--- src/rtl/tw_cmd_sequencer.sv ---
// -----------------------------------------------------------------------------
// tw_cmd_sequencer
//   Host command sequencer between the FTDI byte controller and the 3-wire
//   master. Parses host packets (cmd, address, data), issues burst 3-wire
//   transfers with optional address auto-increment, and returns read data or
//   a write status byte (0x5A). A watchdog aborts packets that stall between
//   host bytes.
//
// Ports
//   in_clk, in_rst_n     clock, asynchronous active-low reset
//   in_rx_hsk_req        host byte valid (4-phase req)
//   out_rx_hsk_ack       host byte accepted (4-phase ack)
//   in_rx_data[7:0]      host byte, stable while req=1
//   out_rx_en            sequencer can accept host bytes
//   out_tx_hsk_req       tx byte valid (4-phase req)
//   in_tx_hsk_ack        tx byte accepted
//   out_tx_data[7:0]     tx byte, stable while req=1
//   out_tw_start         1-cycle pulse, start one 3-wire transfer
//   out_tw_rnw           1=read, 0=write
//   out_tw_addr          transfer address
//   out_tw_wdata         write data
//   in_tw_done           1-cycle pulse, transfer complete
//   in_tw_rdata          read data, valid with in_tw_done
//   out_busy             packet in progress
//   out_err              sticky watchdog timeout flag
// -----------------------------------------------------------------------------
module tw_cmd_sequencer #(
   parameter int unsigned ADDRESS_BITS   = 8,
   parameter int unsigned DATA_BITS      = 8,
   parameter int unsigned TIMEOUT_CYCLES = 1000000
) (
   input  logic                    in_clk,
   input  logic                    in_rst_n,
   input  logic                    in_rx_hsk_req,
   output logic                    out_rx_hsk_ack,
   input  logic [7:0]              in_rx_data,
   output logic                    out_rx_en,
   output logic                    out_tx_hsk_req,
   input  logic                    in_tx_hsk_ack,
   output logic [7:0]              out_tx_data,
   output logic                    out_tw_start,
   output logic                    out_tw_rnw,
   output logic [ADDRESS_BITS-1:0] out_tw_addr,
   output logic [DATA_BITS-1:0]    out_tw_wdata,
   input  logic                    in_tw_done,
   input  logic [DATA_BITS-1:0]    in_tw_rdata,
   output logic                    out_busy,
   output logic                    out_err
);

   localparam int unsigned AB   = (ADDRESS_BITS + 7) / 8;
   localparam int unsigned DB   = (DATA_BITS + 7) / 8;
   localparam int unsigned WD_W = $clog2(TIMEOUT_CYCLES + 1);
   localparam logic [7:0]  STATUS_OK = 8'h5A;

   typedef enum logic [2:0] {
      S_IDLE,
      S_GET_ADDR,
      S_GET_DATA,
      S_TW_START,
      S_TW_WAIT,
      S_SEND_DATA,
      S_SEND_STATUS
   } state_t;

   state_t                  r_state, w_state_nxt;
   logic                    r_rnw, w_rnw_nxt;
   logic                    r_inc, w_inc_nxt;
   logic [5:0]              r_wcnt, w_wcnt_nxt;
   logic [1:0]              r_bcnt, w_bcnt_nxt;
   logic [ADDRESS_BITS-1:0] r_addr, w_addr_nxt;
   logic [DATA_BITS-1:0]    r_wdata, w_wdata_nxt;
   logic [DATA_BITS-1:0]    r_rdata, w_rdata_nxt;
   logic                    r_tx_req, w_tx_req_nxt;
   logic                    r_tx_hold, w_tx_hold_nxt;
   logic [7:0]              r_tx_data, w_tx_data_nxt;
   logic                    r_err, w_err_nxt;

   logic                    r_rx_ack;
   logic                    r_rx_vld;
   logic [7:0]              r_rx_byte;
   logic [WD_W-1:0]         r_wd;

   logic                    w_rx_state;
   logic                    w_rx_take;
   logic                    w_wd_run;
   logic                    w_wd_expire;
   logic                    w_tx_done;
   logic                    w_tx_free;
   logic [ADDRESS_BITS-1:0] w_addr_sh;
   logic [DATA_BITS-1:0]    w_wdata_sh;
   logic [8*DB-1:0]         w_rd_pad;
   logic [7:0]              w_rd_byte;

   // ---------------------------------------------------------------------------
   // Rx 4-phase handshake. The byte is latched when ack rises and handed to
   // the FSM one cycle later (r_rx_vld), so ack drops independently of state.
   // ---------------------------------------------------------------------------
   assign w_rx_state = (r_state == S_IDLE) || (r_state == S_GET_ADDR) ||
                       (r_state == S_GET_DATA);
   assign w_rx_take  = w_rx_state && in_rx_hsk_req && !r_rx_ack;

   always_ff @(posedge in_clk or negedge in_rst_n) begin
      if (!in_rst_n) begin
         r_rx_ack  <= 1'b0;
         r_rx_vld  <= 1'b0;
         r_rx_byte <= '0;
      end else begin
         r_rx_vld <= w_rx_take;
         if (w_rx_take) begin
            r_rx_byte <= in_rx_data;
            r_rx_ack  <= 1'b1;
         end else if (!in_rx_hsk_req) begin
            r_rx_ack  <= 1'b0;
         end
      end
   end

   // ---------------------------------------------------------------------------
   // Watchdog: counts idle cycles in the operand-gathering states, reloads on
   // every accepted byte. Expiry is suppressed in the cycle a byte is taken so
   // a latched byte is always consumed in the state that accepted it.
   // ---------------------------------------------------------------------------
   assign w_wd_run    = (r_state == S_GET_ADDR) || (r_state == S_GET_DATA);
   assign w_wd_expire = w_wd_run && !w_rx_take &&
                        (r_wd == WD_W'(TIMEOUT_CYCLES - 1));

   always_ff @(posedge in_clk or negedge in_rst_n) begin
      if (!in_rst_n) begin
         r_wd <= '0;
      end else if (!w_wd_run || w_rx_take || w_wd_expire) begin
         r_wd <= '0;
      end else begin
         r_wd <= r_wd + WD_W'(1);
      end
   end

   // Multi-byte fields shift in MSB first; bits above the field width fall off.
   assign w_addr_sh  = ADDRESS_BITS'({r_addr, r_rx_byte});
   assign w_wdata_sh = DATA_BITS'({r_wdata, r_rx_byte});

   // Read data is returned MSB byte first.
   assign w_rd_pad  = (8*DB)'(r_rdata);
   assign w_rd_byte = 8'(w_rd_pad >> (8 * (DB - 1 - int'(r_bcnt))));

   // A new tx byte may only be launched when the previous handshake has fully
   // returned to zero.
   assign w_tx_free = !r_tx_req && !r_tx_hold && !in_tx_hsk_ack;

   // ---------------------------------------------------------------------------
   // FSM: state register
   // ---------------------------------------------------------------------------
   always_ff @(posedge in_clk or negedge in_rst_n) begin
      if (!in_rst_n) begin
         r_state   <= S_IDLE;
         r_rnw     <= 1'b0;
         r_inc     <= 1'b0;
         r_wcnt    <= '0;
         r_bcnt    <= '0;
         r_addr    <= '0;
         r_wdata   <= '0;
         r_rdata   <= '0;
         r_tx_req  <= 1'b0;
         r_tx_hold <= 1'b0;
         r_tx_data <= '0;
         r_err     <= 1'b0;
      end else begin
         r_state   <= w_state_nxt;
         r_rnw     <= w_rnw_nxt;
         r_inc     <= w_inc_nxt;
         r_wcnt    <= w_wcnt_nxt;
         r_bcnt    <= w_bcnt_nxt;
         r_addr    <= w_addr_nxt;
         r_wdata   <= w_wdata_nxt;
         r_rdata   <= w_rdata_nxt;
         r_tx_req  <= w_tx_req_nxt;
         r_tx_hold <= w_tx_hold_nxt;
         r_tx_data <= w_tx_data_nxt;
         r_err     <= w_err_nxt;
      end
   end

   // ---------------------------------------------------------------------------
   // FSM: next state and datapath updates
   // ---------------------------------------------------------------------------
   always_comb begin
      w_state_nxt   = r_state;
      w_rnw_nxt     = r_rnw;
      w_inc_nxt     = r_inc;
      w_wcnt_nxt    = r_wcnt;
      w_bcnt_nxt    = r_bcnt;
      w_addr_nxt    = r_addr;
      w_wdata_nxt   = r_wdata;
      w_rdata_nxt   = r_rdata;
      w_tx_req_nxt  = r_tx_req;
      w_tx_hold_nxt = r_tx_hold;
      w_tx_data_nxt = r_tx_data;
      w_err_nxt     = r_err;
      w_tx_done     = 1'b0;

      // Tx byte engine: req -> ack seen (drop req) -> ack low (byte done).
      if (r_tx_req) begin
         if (in_tx_hsk_ack) begin
            w_tx_req_nxt  = 1'b0;
            w_tx_hold_nxt = 1'b1;
         end
      end else if (r_tx_hold) begin
         if (!in_tx_hsk_ack) begin
            w_tx_hold_nxt = 1'b0;
            w_tx_done     = 1'b1;
         end
      end

      case (r_state)
         S_IDLE: begin
            if (r_rx_vld) begin
               w_rnw_nxt   = r_rx_byte[7];
               w_inc_nxt   = r_rx_byte[6];
               w_wcnt_nxt  = r_rx_byte[5:0];
               w_bcnt_nxt  = '0;
               w_err_nxt   = 1'b0;
               w_state_nxt = S_GET_ADDR;
            end
         end

         S_GET_ADDR: begin
            if (r_rx_vld) begin
               w_addr_nxt = w_addr_sh;
               if (r_bcnt == 2'(AB - 1)) begin
                  w_bcnt_nxt  = '0;
                  w_state_nxt = r_rnw ? S_TW_START : S_GET_DATA;
               end else begin
                  w_bcnt_nxt = r_bcnt + 2'd1;
               end
            end else if (w_wd_expire) begin
               w_err_nxt   = 1'b1;
               w_bcnt_nxt  = '0;
               w_state_nxt = S_IDLE;
            end
         end

         S_GET_DATA: begin
            if (r_rx_vld) begin
               w_wdata_nxt = w_wdata_sh;
               if (r_bcnt == 2'(DB - 1)) begin
                  w_bcnt_nxt  = '0;
                  w_state_nxt = S_TW_START;
               end else begin
                  w_bcnt_nxt = r_bcnt + 2'd1;
               end
            end else if (w_wd_expire) begin
               w_err_nxt   = 1'b1;
               w_bcnt_nxt  = '0;
               w_state_nxt = S_IDLE;
            end
         end

         S_TW_START: begin
            w_state_nxt = S_TW_WAIT;
         end

         // Reads count words down after the data is returned; writes count
         // down here because the next data bytes follow directly.
         S_TW_WAIT: begin
            if (in_tw_done) begin
               if (r_inc) begin
                  w_addr_nxt = r_addr + ADDRESS_BITS'(1);
               end
               w_bcnt_nxt = '0;
               if (r_rnw) begin
                  w_rdata_nxt = in_tw_rdata;
                  w_state_nxt = S_SEND_DATA;
               end else if (r_wcnt == '0) begin
                  w_state_nxt = S_SEND_STATUS;
               end else begin
                  w_wcnt_nxt  = r_wcnt - 6'd1;
                  w_state_nxt = S_GET_DATA;
               end
            end
         end

         S_SEND_DATA: begin
            if (w_tx_done) begin
               if (r_bcnt == 2'(DB - 1)) begin
                  w_bcnt_nxt = '0;
                  if (r_wcnt == '0) begin
                     w_state_nxt = S_IDLE;
                  end else begin
                     w_wcnt_nxt  = r_wcnt - 6'd1;
                     w_state_nxt = S_TW_START;
                  end
               end else begin
                  w_bcnt_nxt = r_bcnt + 2'd1;
               end
            end else if (w_tx_free) begin
               w_tx_req_nxt  = 1'b1;
               w_tx_data_nxt = w_rd_byte;
            end
         end

         S_SEND_STATUS: begin
            if (w_tx_done) begin
               w_state_nxt = S_IDLE;
            end else if (w_tx_free) begin
               w_tx_req_nxt  = 1'b1;
               w_tx_data_nxt = STATUS_OK;
            end
         end

         default: begin
            w_state_nxt = S_IDLE;
         end
      endcase
   end

   assign out_rx_hsk_ack = r_rx_ack;
   assign out_rx_en      = w_rx_state;
   assign out_tx_hsk_req = r_tx_req;
   assign out_tx_data    = r_tx_data;
   assign out_tw_start   = (r_state == S_TW_START);
   assign out_tw_rnw     = r_rnw;
   assign out_tw_addr    = r_addr;
   assign out_tw_wdata   = r_wdata;
   assign out_busy       = (r_state != S_IDLE);
   assign out_err        = r_err;

endmodule

--- config.mk ---
export PLATFORM = sky130hd
export DESIGN_NAME = tw_cmd_sequencer
export DESIGN_NICKNAME = d
export VERILOG_FILES = /design/src/rtl/tw_cmd_sequencer.sv
export SDC_FILE = /design/constraint.sdc
export NUM_CORES = 1
export LEC_CHECK = 0
export ABC_AREA = 1
export CAP_MARGIN = 20
export CORE_UTILIZATION = 35
export DETAILED_ROUTE_END_ITERATION = 10
export PLACE_DENSITY = 0.65
export SLEW_MARGIN = 25
export SYNTH_ARGS = -nofsm -noshare
export SYNTH_HDL_FRONTEND = slang
export SYNTH_SLANG_ARGS = --single-unit
--- constraint.sdc ---
create_clock -name in_clk -period 1.5 [get_ports in_clk]
set_input_delay 0.225 -clock in_clk [delete_from_list [all_inputs] [get_ports in_clk]]
set_output_delay 0.225 -clock in_clk [all_outputs]
set_load 0.01 [all_outputs]
==> flow_metrics.env <==
export IMPL_cts_tree="done"
export IMPL_switching_share_pct=39.9
export IMPL_clkTransAtPathRegs_ps=90
export IMPL_yosysTopAreaCell="dfrtp_1"
export IMPL_power_frac_comb_pct=52.3
export IMPL_setup_violations=38
export IMPL_antenna_found_initial=0
export IMPL_violations="negative setup slack"
export IMPL_nNetsFinal=658
export IMPL_synthArstFlopShare_pct=100
export IMPL_synth_cells_most_frequent="nand2_1, dfrtp_1, nor2_1"
export IMPL_rows=38
export IMPL_wl_per_cell_um=14.4
export IMPL_cts_made_buffers=9
export IMPL_outcome="complete, but fails checks"
export IMPL_postSynthAreaPerCell_um2=8.18
export IMPL_fin_area_um2=6290
export IMPL_grt_start_max_net_pins=34
export IMPL_critPathSlowestCell="dfrtp_2"
export IMPL_via_per_inst=4.90
export IMPL_gp_congestion=0.876
export IMPL_skew_ps=10.0
export IMPL_ys_warn_count=0
export IMPL_h_tree_depth=3
export IMPL_track_usage_pct=18.7
export IMPL_hpwl_mm=6.95
export IMPL_dieArea_um2=11600
export IMPL_io_pin_count=52
export IMPL_worst_slack_ps=-146
export IMPL_synth_most_common_cell="nand2_1"
export IMPL_crit_arrival_ps=1890
export IMPL_yosysTopAreaCellShare_pct=50.1
export IMPL_hold_ws_ps=363
export IMPL_min_period_over_period_pct=110
export IMPL_port_buffers=51
export IMPL_path_common_cell="nand2_4"
export IMPL_worstSetupEndpointType="flip-flop"
export IMPL_preCtsSetupSlack_ps=-182
export IMPL_switchingPower_uw=4120
export IMPL_fmax_ghz=0.608
export IMPL_required_ps=1750
export IMPL_ir_worst_vdd_v=0.000847
export IMPL_pwr_share_clk_pct=15.9
export IMPL_die_w_um=107
export IMPL_clock_sinks=78
export IMPL_startpoint_type="flip-flop"
export IMPL_clockBufferDepth=2
export IMPL_grt_pass1_vias=3776
export IMPL_fillers=930
export IMPL_synthTopCellsByArea="dfrtp_1, nand2_1, o21ai_0"
export IMPL_core_area_um2=10800
export IMPL_clk_latency_ps=350
export IMPL_finalWirelength_mm=11.2
export IMPL_yosysSeqAreaShare_pct=50.1
export IMPL_synth_edf_count=0
export IMPL_routed_via_count=3806
export IMPL_area_delta_synth_final_pct=61.5
export IMPL_place_inst=733
export IMPL_rsz0062_at_grt="yes"
export IMPL_ys_types=36
export IMPL_p_per_area_nw_per_um2=1640
export IMPL_maxSlewHeadroom_pct=67.5
export IMPL_synth_seq_cells=78
export IMPL_synthCells=476
export IMPL_syn_nets=503
export IMPL_internal_power_uw=6210
export IMPL_postRouteAntennaNets=0
export IMPL_dr_pass1_iters=4
export IMPL_fin_crit_ps=1650
export IMPL_finalHoldViolCount=0
export IMPL_start_util_pct=35.9
export IMPL_hp_class="primary input to async pin"
export IMPL_cap_violations=0
export IMPL_max_stage_delay_ps=500
export IMPL_antenna_cells=0
export IMPL_gr_total_overflow=0
export IMPL_maxSlewViolCount=0
export IMPL_die_y_um=107
export IMPL_fin_cells=776
export IMPL_crit_fanout=6
export IMPL_yosys_most_used_dff="dfrtp_1"
export IMPL_ctsRootBufferMaster="clkbuf_8"
export IMPL_placed_area_um2=5140
export IMPL_fin_tns_setup_ps=-2290
export IMPL_grt_pass1_wl_mm=16.9
export IMPL_critical_path_class="flip-flop to flip-flop"
export IMPL_leakage_uw=0.00310
export IMPL_drc_errors=0
export IMPL_drt_iter0_drc=131
export IMPL_drive_above_1_share_pct=39.8
export IMPL_worst_pin_slew_ps=487
export IMPL_syn_cell_area_um2=3890
export IMPL_path_cells="nand2_2 > inv_2 > nand2_4 > o21ai_1 > nor3_4 > nand2_4 > buf_12 > nor2_4 > a21oi_2"
export IMPL_p_seq_share_pct=31.8
-- worst max-delay path, delay by kind of cell, from the launching register on --
| kind | cells | cell delay (ps) |
|---|---|---|
| buffers and inverters | 2 | 240 |
| AND/OR/NAND/NOR | 5 | 640 |
| AO/OA/AOI/OAI | 2 | 150 |
| flip-flops | 1 | 500 |
-- metal layers --
layer	up-vias	GRT usage [%]	part of all wire, %	routed length, µm
met1	1844	22.4	42	4660
met5	-	0	0	0
li1	1853	-	-	-
met2	82	32.1	52	5750
met3	27	4.30	3.8	426
met4	0	7.83	2.9	320
-- metrics by stage --
stage | total power, µW | util (%)
2_1_floorplan | 5320 | -
3_5_place_dp | 7410 | 47.4
4_1_cts | 9740 | 53.5
5_1_grt | 11000 | 58.0
3_3_place_gp | 7330 | 47.4
6_report | 10300 | 58.0
-- what timing repair did --
item,in CTS,in global routing
hold buffers,1,0
buffers inserted,20,9
cloned,1,1
hold endpoints to repair,30,0
pin swaps,29,31
resized for setup,116,116
endpoints found under the setup margin,62,74
-- state kept, by name (all words and copies together) (netlist names) --
signal and flops:
r_rdata 8, out_rx_hsk_ack 1, out_tw_addr 8, r_wcnt 6, out_tw_wdata 8, r_tx_hold 1
out_tx_data 8, r_wd 20, out_tx_hsk_req 1, r_bcnt 2, out_err 1, out_tw_rnw 1
r_inc 1, r_rx_vld 1, r_state 3, r_rx_byte 8
-- cells in the final DEF (no fill, tap or decap), types with 5 or more instances in the layout --
cell and n:
nand3_2 11, nand2_4 10, nor2_1 32, a21oi_1 7
buf_12 5, dlymetal6s2s_1 13, dlygate4sd2_1 15, nor2_4 22
nand2_1 89, inv_2 9, o21ai_1 5, buf_4 74
inv_1 41, xor2_1 8, a21oi_2 16, xnor2_1 5
nand2_2 18, o21ai_0 35, nor2_2 7, nand3_1 13
dfrtp_1 75, buf_6 20, clkdlybuf4s50_1 19, clkbuf_8 10
-- path summary, 6_finish.rpt --
path                                  endpoint  slack, ps           start  cells past startpoint
worst max-delay path                 r_wcnt[0]       -150      r_state[2]                      9
worst min-delay path                   r_wd[9]        360        in_rst_n                      2
worst max register to register       r_wcnt[0]       -150      r_state[2]                      9
worst min register to register  out_tx_data[3]        480  out_tx_data[3]                      2
max in group asynchronous              out_err        570        in_rst_n                      3
min in group in_clk               r_rx_byte[3]        430   in_rx_data[3]                      3
-- power by group through the flow --
stage	Sequential, µW	Clock, µW	Combinational, µW
5_1_grt	3380	1760	5870
6_report	3290	1640	5400
3_5_place_dp	3260	0	4150
2_1_floorplan	3330	0	1990
4_1_cts	3240	1680	4810
3_3_place_gp	3250	0	4080
-- logic make-up (layout without fill, tap and decap cells) --
logic type / after synthesis / count (layout) / share of synthesized area (%)
fa+ha+maj: 6 / 6 / 1.93
xor+xnor: 13 / 13 / 2.92
flops: 78 / 78 / 50.1
compound gates: 79 / 79 / 11.3
simple gates: 233 / 233 / 26.0
mux: 4 / 4 / 1.16
buf+inv: 63 / 223 / 6.59
-- cell type report --
cell class              instances  area (µm²)  area share (%)
clock buffers                  10         138            2.19
clock inverters                 6        70.1            1.11
inverters                      56         233            3.70
multi-input cells             335        2270            36.2
flip-flops and latches         78        1960            31.1
well taps                     140         175            2.79
repair buffers                150        1430            22.8
repair inverters                1        8.76           0.139
No activity file was read; power rests on OpenSTA's default activity.
